===== src/rtl/irq_ctrl.sv =====
// rtl/irq_ctrl.sv - interrupt controller: synced sources, edge/level pending, mask, priority, ack/EOI FSM
module irq_ctrl #(
  parameter int NSRC  = 8,
  parameter int VEC_W = 3
) (
  input  logic             clk,
  input  logic             rst_n,
  input  logic [NSRC-1:0]  src,
  output logic             irq,
  output logic [VEC_W-1:0] irq_vec,
  input  logic             irq_ack,
  input  logic [1:0]       reg_sel,
  input  logic             reg_wr,
  input  logic             reg_rd,
  input  logic [15:0]      reg_wdata,
  output logic [15:0]      reg_rdata
);

  typedef enum logic [1:0] {IDLE, REQ, SERVICE} state_t;

  state_t           state, state_n;
  logic             irq_n;
  logic [VEC_W-1:0] vec_n, best;
  logic [NSRC-1:0]  s1, s2, sprev;
  logic [NSRC-1:0]  pend, mask, mode;
  logic [NSRC-1:0]  pend_n, mode_n, elig, w1c, ack_clr;
  logic [15:0]      rd_word;
  logic             wr_mask, wr_pend, wr_mode, wr_vec, ack_take;
  logic             unused_wdata;

  assign unused_wdata = ^reg_wdata;

  assign wr_mask  = reg_wr && (reg_sel == 2'd0);
  assign wr_pend  = reg_wr && (reg_sel == 2'd1);
  assign wr_mode  = reg_wr && (reg_sel == 2'd2);
  assign wr_vec   = reg_wr && (reg_sel == 2'd3);
  assign ack_take = (state == REQ) && irq_ack;

  // The new MODE value is used in the write cycle so an edge->level switch
  // drops the latched bit immediately and PEND tracks the level from then on.
  always_comb begin
    mode_n  = wr_mode ? reg_wdata[NSRC-1:0] : mode;
    w1c     = wr_pend ? reg_wdata[NSRC-1:0] : '0;
    ack_clr = ack_take ? (NSRC'(1) << irq_vec) : '0;
    pend_n  = (mode_n & s2) |
              (~mode_n & ((pend & ~w1c & ~ack_clr) | (s2 & ~sprev)));
  end

  assign elig = pend & mask;

  always_comb begin
    best = '0;
    for (int i = NSRC - 1; i >= 0; i--) begin
      if (elig[i]) best = VEC_W'(i);
    end
  end

  always_comb begin
    state_n = state;
    irq_n   = irq;
    vec_n   = irq_vec;
    case (state)
      IDLE: begin
        irq_n = 1'b0;
        if (|elig) begin
          state_n = REQ;
          irq_n   = 1'b1;
          vec_n   = best;
        end
      end
      REQ: begin
        // Ack wins over re-evaluation: the vector stays at what the CPU took.
        if (irq_ack) begin
          state_n = SERVICE;
          irq_n   = 1'b0;
        end else if (!(|elig)) begin
          state_n = IDLE;
          irq_n   = 1'b0;
        end else begin
          vec_n = best;
        end
      end
      SERVICE: begin
        irq_n = 1'b0;
        if (wr_vec) state_n = IDLE;
      end
      default: begin
        state_n = IDLE;
        irq_n   = 1'b0;
      end
    endcase
  end

  always_comb begin
    rd_word = '0;
    case (reg_sel)
      2'd0: rd_word = 16'(mask);
      2'd1: rd_word = 16'(pend);
      2'd2: rd_word = 16'(mode);
      default: begin
        rd_word[VEC_W-1:0] = irq_vec;
        rd_word[14]        = (state == REQ);
        rd_word[15]        = (state == SERVICE);
      end
    endcase
  end

  always_ff @(posedge clk or negedge rst_n) begin
    if (!rst_n) begin
      state     <= IDLE;
      irq       <= 1'b0;
      irq_vec   <= '0;
      reg_rdata <= '0;
      s1        <= '0;
      s2        <= '0;
      sprev     <= '0;
      pend      <= '0;
      mask      <= '0;
      mode      <= '0;
    end else begin
      state   <= state_n;
      irq     <= irq_n;
      irq_vec <= vec_n;
      s1      <= src;
      s2      <= s1;
      sprev   <= s2;
      pend    <= pend_n;
      mode    <= mode_n;
      if (wr_mask) mask <= reg_wdata[NSRC-1:0];
      if (reg_rd) reg_rdata <= rd_word;
    end
  end

endmodule

===== config.mk =====
export PLATFORM = sky130hd
export DESIGN_NAME = irq_ctrl
export DESIGN_NICKNAME = d
export VERILOG_FILES = /design/src/rtl/irq_ctrl.sv
export SDC_FILE = /design/constraint.sdc
export NUM_CORES = 1
export LEC_CHECK = 0
export CELL_PAD_IN_SITES_DETAIL_PLACEMENT = 1
export CELL_PAD_IN_SITES_GLOBAL_PLACEMENT = 1
export CORE_ASPECT_RATIO = 1.25
export CORE_UTILIZATION = 35
export DETAILED_ROUTE_END_ITERATION = 6
export GPL_TIMING_DRIVEN = 0
export PLACE_DENSITY = 0.7
export SYNTH_ARGS = -nofsm -noshare
export SYNTH_HDL_FRONTEND = slang
export SYNTH_SLANG_ARGS = --single-unit

===== constraint.sdc =====
create_clock -name clk -period 1.6 [get_ports clk]
set_input_delay 0.4 -clock clk [delete_from_list [all_inputs] [get_ports clk]]
set_output_delay 0.4 -clock clk [all_outputs]
set_load 0.02 [all_outputs]

Word level (Yosys, flattened, before mapping)
Cells that the tools add are included.

storage, ports and cells
  flip-flop bits (word level) = 70
  bits in latches = 0
  memory bits (writable) = 0
  memory bits (read-only) = 0
  input port bits = 31
  output and inout bits = 20
  word-level logic and storage cells = 70
  memories = 0

operators by class
  add/subtract/negate cells = 0
  multiply operators = 0
  div/mod/pow operators = 0
  order comparisons = 0
  eq/ne operators = 9
  shift operators = 1
  multiplexer cells = 26
  bitwise operators = 12
  reduce and logical (&&, ||, !) cells = 12

operators with widths
  operator                                         number
  bitwise AND 8 bit                                6
  NOT 8 bit                                        4
  2-to-1 mux 3 bit                                 10
  2-to-1 mux 8 bit                                 3
  bitwise OR 8 bit                                 2
  case mux 5 bit (3 select lines)                  1
  2-to-1 mux 2 bit                                 5
  case mux 3 bit (3 select lines)                  1
  OR reduction 8 bit                               1
  << shifter 1 x 3 -> 8 bit, first input constant  1
  == test 2 bit, second input constant             3
  inequality test 2 bit, second input constant     3
  case mux 2 bit (3 select lines)                  1
  case mux 3 bit (2 select lines)                  1
  logical AND 1 bit                                5
  == test 2 x 1 -> 1 bit, second input constant    2
  logical NOT 2 bit                                2
  2-to-1 mux 1 bit                                 3
  inequality test 3 bit, second input constant     1
  AND reduction 3 bit                              1
  OR reduction 3 bit                               1
  case mux 1 bit (2 select lines)                  1
  AND reduction 2 bit                              1
  nonzero test 2 bit                               1

Longest topological paths before layout
  depth in word-level cells = 12
  mapped depth = 6
  gate-level depth less buffers = 4

Least setup slack after synthesis
OpenSTA, ideal clock, no wires.

  path kind = input to register
  start = input port reg_sel[0]
  end = register mask[0]
  setup time = 0.125 ns
  arrival = 1.334 ns
  required time = 1.475 ns
  path slack = 0.141 ns
  stages = 4
  path buffers = 2
  path through = buf_6 > buf_12 > nor3b_4 > mux2_2

between the ends
  cells in the longest elaborated chain, start to end = 2

RTL lines
  what                  RTL line  source
  from (decl)           12        input logic [1:0] reg_sel,
  logical NOT 2 bit     33        assign wr_mask = reg_wr && (reg_sel == 2'd0);
  logical AND 1 bit     33
  to (signal assigned)  129       if (wr_mask) mask <= reg_wdata[NSRC-1:0];
  to (decl)             25        logic [NSRC-1:0] pend, mask, mode;

Every way passes these cells.
A chain may end at the register's enable or synchronous reset.

Worst setup path in the final report
  start = register irq_vec[2]
  end = output port irq_vec[2]

RTL lines
  what                    RTL line  source
  from (decl)             10        output logic [VEC_W-1:0] irq_vec,
  from (signal assigned)  123       irq_vec <= vec_n;

No word-level cell between the ends.

==> results_dict.tcl <==
set metrics [dict create \
    min_period_ps 1556 \
    finalCritPeriodShare_pct 97.25 \
    clock_path_buffers 2 \
    max_stage_delay_ps 480 \
    hpwlAfterDp_mm 3.786 \
    routedWlPerCell_um 15.56 \
    postPlaceCellArea_sq_um 3102 \
    dr_total_vias 1767 \
    cts_buffers 9 \
    hold_buffers 0 \
    h-tree-depth 3 \
    path_cells "clkdlybuf4s15_1" \
    syn-instance-count 208 \
    synth_area_sq_um 2640 \
    synth_area_leaders "dfrtp_1 61%, mux2_2 9.0%, mux4_1 3.0%, nand2_1 2.6%, a21oi_1 2.5%" \
    postRouteAntennaNets 0 \
    grt_max_degree 65 \
    grt.total_usage_pct 16.08 \
    regToRegStartpoint "pend[1]$_DFF_PN0_" \
    synth_top_cell_by_area "dfrtp_1" \
    required_ps 1200 \
    fp.dieW_um 79.68 \
    path_class "flip-flop to output pin" \
    report.final.slew_viol_count 0 \
    cp_slowest_cell "dfrtp_2" \
    cts.sinks 64 \
    nNetsFinal 288 \
    cts-root-buf "clkbuf_8" \
    diodes 0 \
    synth_seq_cells 64 \
    clkTransAtPathRegs_ps 70 \
    powerDensity_nw_per_um2 1424 \
    startpoint "irq_vec[2]$_DFFE_PN0P_" \
    max_clock_freq_mhz 642.7 \
    hold_violations 0 \
    synth_top_family_by_area "multiplexers" \
    clk_latency_ps 340 \
    setup_viol 0 \
    syn_to_final_growth_pct 27.11 \
    core-area_sq_um 7357 \
    yosys.cell_types.count 35 \
    yosysSeqAreaShare_pct 60.66 \
    firstDrtPassIters 4 \
    power_leakage_nw 1.514 \
    grt_pass1_wl_mm 9.459 \
    slew_headroom_pct 46.38 \
    synth_compound_area_share_pct 11.56 \
    min_path_type "input pin to asynchronous set/reset pin" \
    worst_pin_slew_ps 804.4 \
    wl_mm 5.510 \
    gp_congestion 0.7631 \
    cp_max_fo 8 \
    start_util_pct 35.88 \
    synth_mux_area_share_pct 13.84 \
    status "finished, final reports clean" \
    critPathArrivalTime_ps 1160 \
    p_total_mw 4.780 \
    layout-drive-gt1-share_pct 22.52 \
    overflow 0 \
    peakVddDrop_v 0.0004900 \
    cpLargestDelayFamily "flip-flops" \
    clock-skew-final_ps 5.291 \
    grt_pass1_vias 1940 \
    cts_tree "done" \
    dieHeight_um 99.10 \
    yosys.area.top_type_share_pct 60.66 \
    rows 35 \
    num_io_pins 51 \
    drt-vias-per-instance 4.992 \
    synth.avg_cell_area_sq_um 12.69 \
    drc 0 \
    cp_num_buf_inv 1 \
    yosys.area_share.simple_pct 8.673 \
    synthAdderAreaFrac_pct 0 \
    final_cell_area_sq_um 3356 \
    dieArea_sq_um 7896 \
    cp-start-kind "flip-flop" \
    antenna_found_initial 0 \
    drt_iter0_markers 87 \
    max-cap-violations 0 \
    end_kind "output pin" \
    synthXorXnorAreaFrac_pct 0 \
    io_buffers 33 \
    yosysWarningCount 0 \
    grt_setup_unrepaired "false" \
]
synth_stat cells (all sizes together):
library cell  instances
o311ai                2
nand2                18
nand3b                1
a32o                  2
conb                  1
clkbuf                2
a22oi                 4
o32ai                 1
a21oi                13
mux4                  3
mux2                 21
nor2                 10
inv                  10
nor2b                 1
o21ai                18
a31oi                 2
and4b                 2
or3                   2
nand2b                3
nor3b                 1
buf                  11
o211ai                6
mux2i                 5
and2b                 1
and3b                 1
a2bb2oi               1
dfrtp                64
a211oi                1
and4                  1
logic make-up (layout without fill, tap and decap cells):
| group | count (synthesis) | in the layout |
|---|---|---|
| buf+inv | 23 | 72 |
| other cells | 1 | 6 |
| flops | 64 | 64 |
| mux | 29 | 29 |
| compound gates | 50 | 50 |
| simple gates | 41 | 41 |
per-layer routing:
layer	part of all wire, %	global-route usage, %	routed length (um)	up-vias
li1	-	-	-	828
met1	43	19.77	2387	891
met2	51	25.84	2820	36
met3	2.7	2.936	147	12
met4	2.8	10.07	154	0
met5	0	0	0	-
timing repair:
item	CTS	global route
setup endpoints to repair	30	7
setup buffers	1	0
gates resized for setup	18	7
pin swaps	0	2
worst paths after layout:
kind                       cells after the start  slack [ps]                        to
min reg2reg                                    0         340           s2[6]$_DFF_PN0_
min                                            1         130  reg_rdata[0]$_DFFE_PN0P_
max in group asynchronous                      1         870    irq_vec[2]$_DFFE_PN0P_
max                                            1          40                irq_vec[2]
max reg2reg                                    4         150    irq_vec[2]$_DFFE_PN0P_
min in group clk                               0         340           s2[6]$_DFF_PN0_
power breakdown:
group	internal, mW	switching, mW	leakage [nW]
clock	0.888	0.611	0.113
combinational	0.517	0.563	0.648
sequential	1.91	0.294	0.752
total	3.31	1.47	1.51
registers in the layout (all words and copies together) (netlist names):
signal	flops
mode	8
reg_rdata	10
state	2
s1	8
mask	8
pend	8
irq	1
s2	8
sprev	8
irq_vec	3
metrics by stage:
step | setup slack (ps) | TNS, ps | cells | utilization (%) | hold WS (ps)
2_1_floorplan | 141.0 | 0 | 213 | - | 104.4
6_report | 44.03 | 0 | 354 | 45.61 | 125.7
4_1_cts | 0.8080 | 0 | 354 | 45.31 | 173.9
5_1_grt | 13.20 | 0 | 354 | 45.61 | 200.9
3_3_place_gp | -2005 | -134350 | 338 | 42.19 | 331.2
3_5_place_dp | -438.0 | -7193 | 338 | 42.16 | 336.2
cells in the final DEF, fill, tap and decap left out, types with 10 or more instances in the layout:
cell type	Yosys	layout
a21oi_1	13	13
clkbuf_8	0	13
clkdlybuf4s50_1	0	16
dfrtp_1	64	62
dlygate4sd2_1	0	12
inv_1	10	10
mux2_2	21	21
nand2_1	18	17
nor2_1	10	10
o21ai_1	11	11
final cells by class:
| cell class | count | area [sq um] |
|---|---|---|
| clock inverter | 2 | 35.03 |
| sequential | 64 | 1604 |
| clock buffer | 14 | 182.7 |
| timing repair buffer | 34 | 337.8 |
| tap | 92 | 115.1 |
| fill | 799 | 4001 |
| inverter | 10 | 37.54 |
| buffer | 12 | 93.84 |
| multi-input combinational | 126 | 949.7 |
Power figures use the tool's default switching activity.
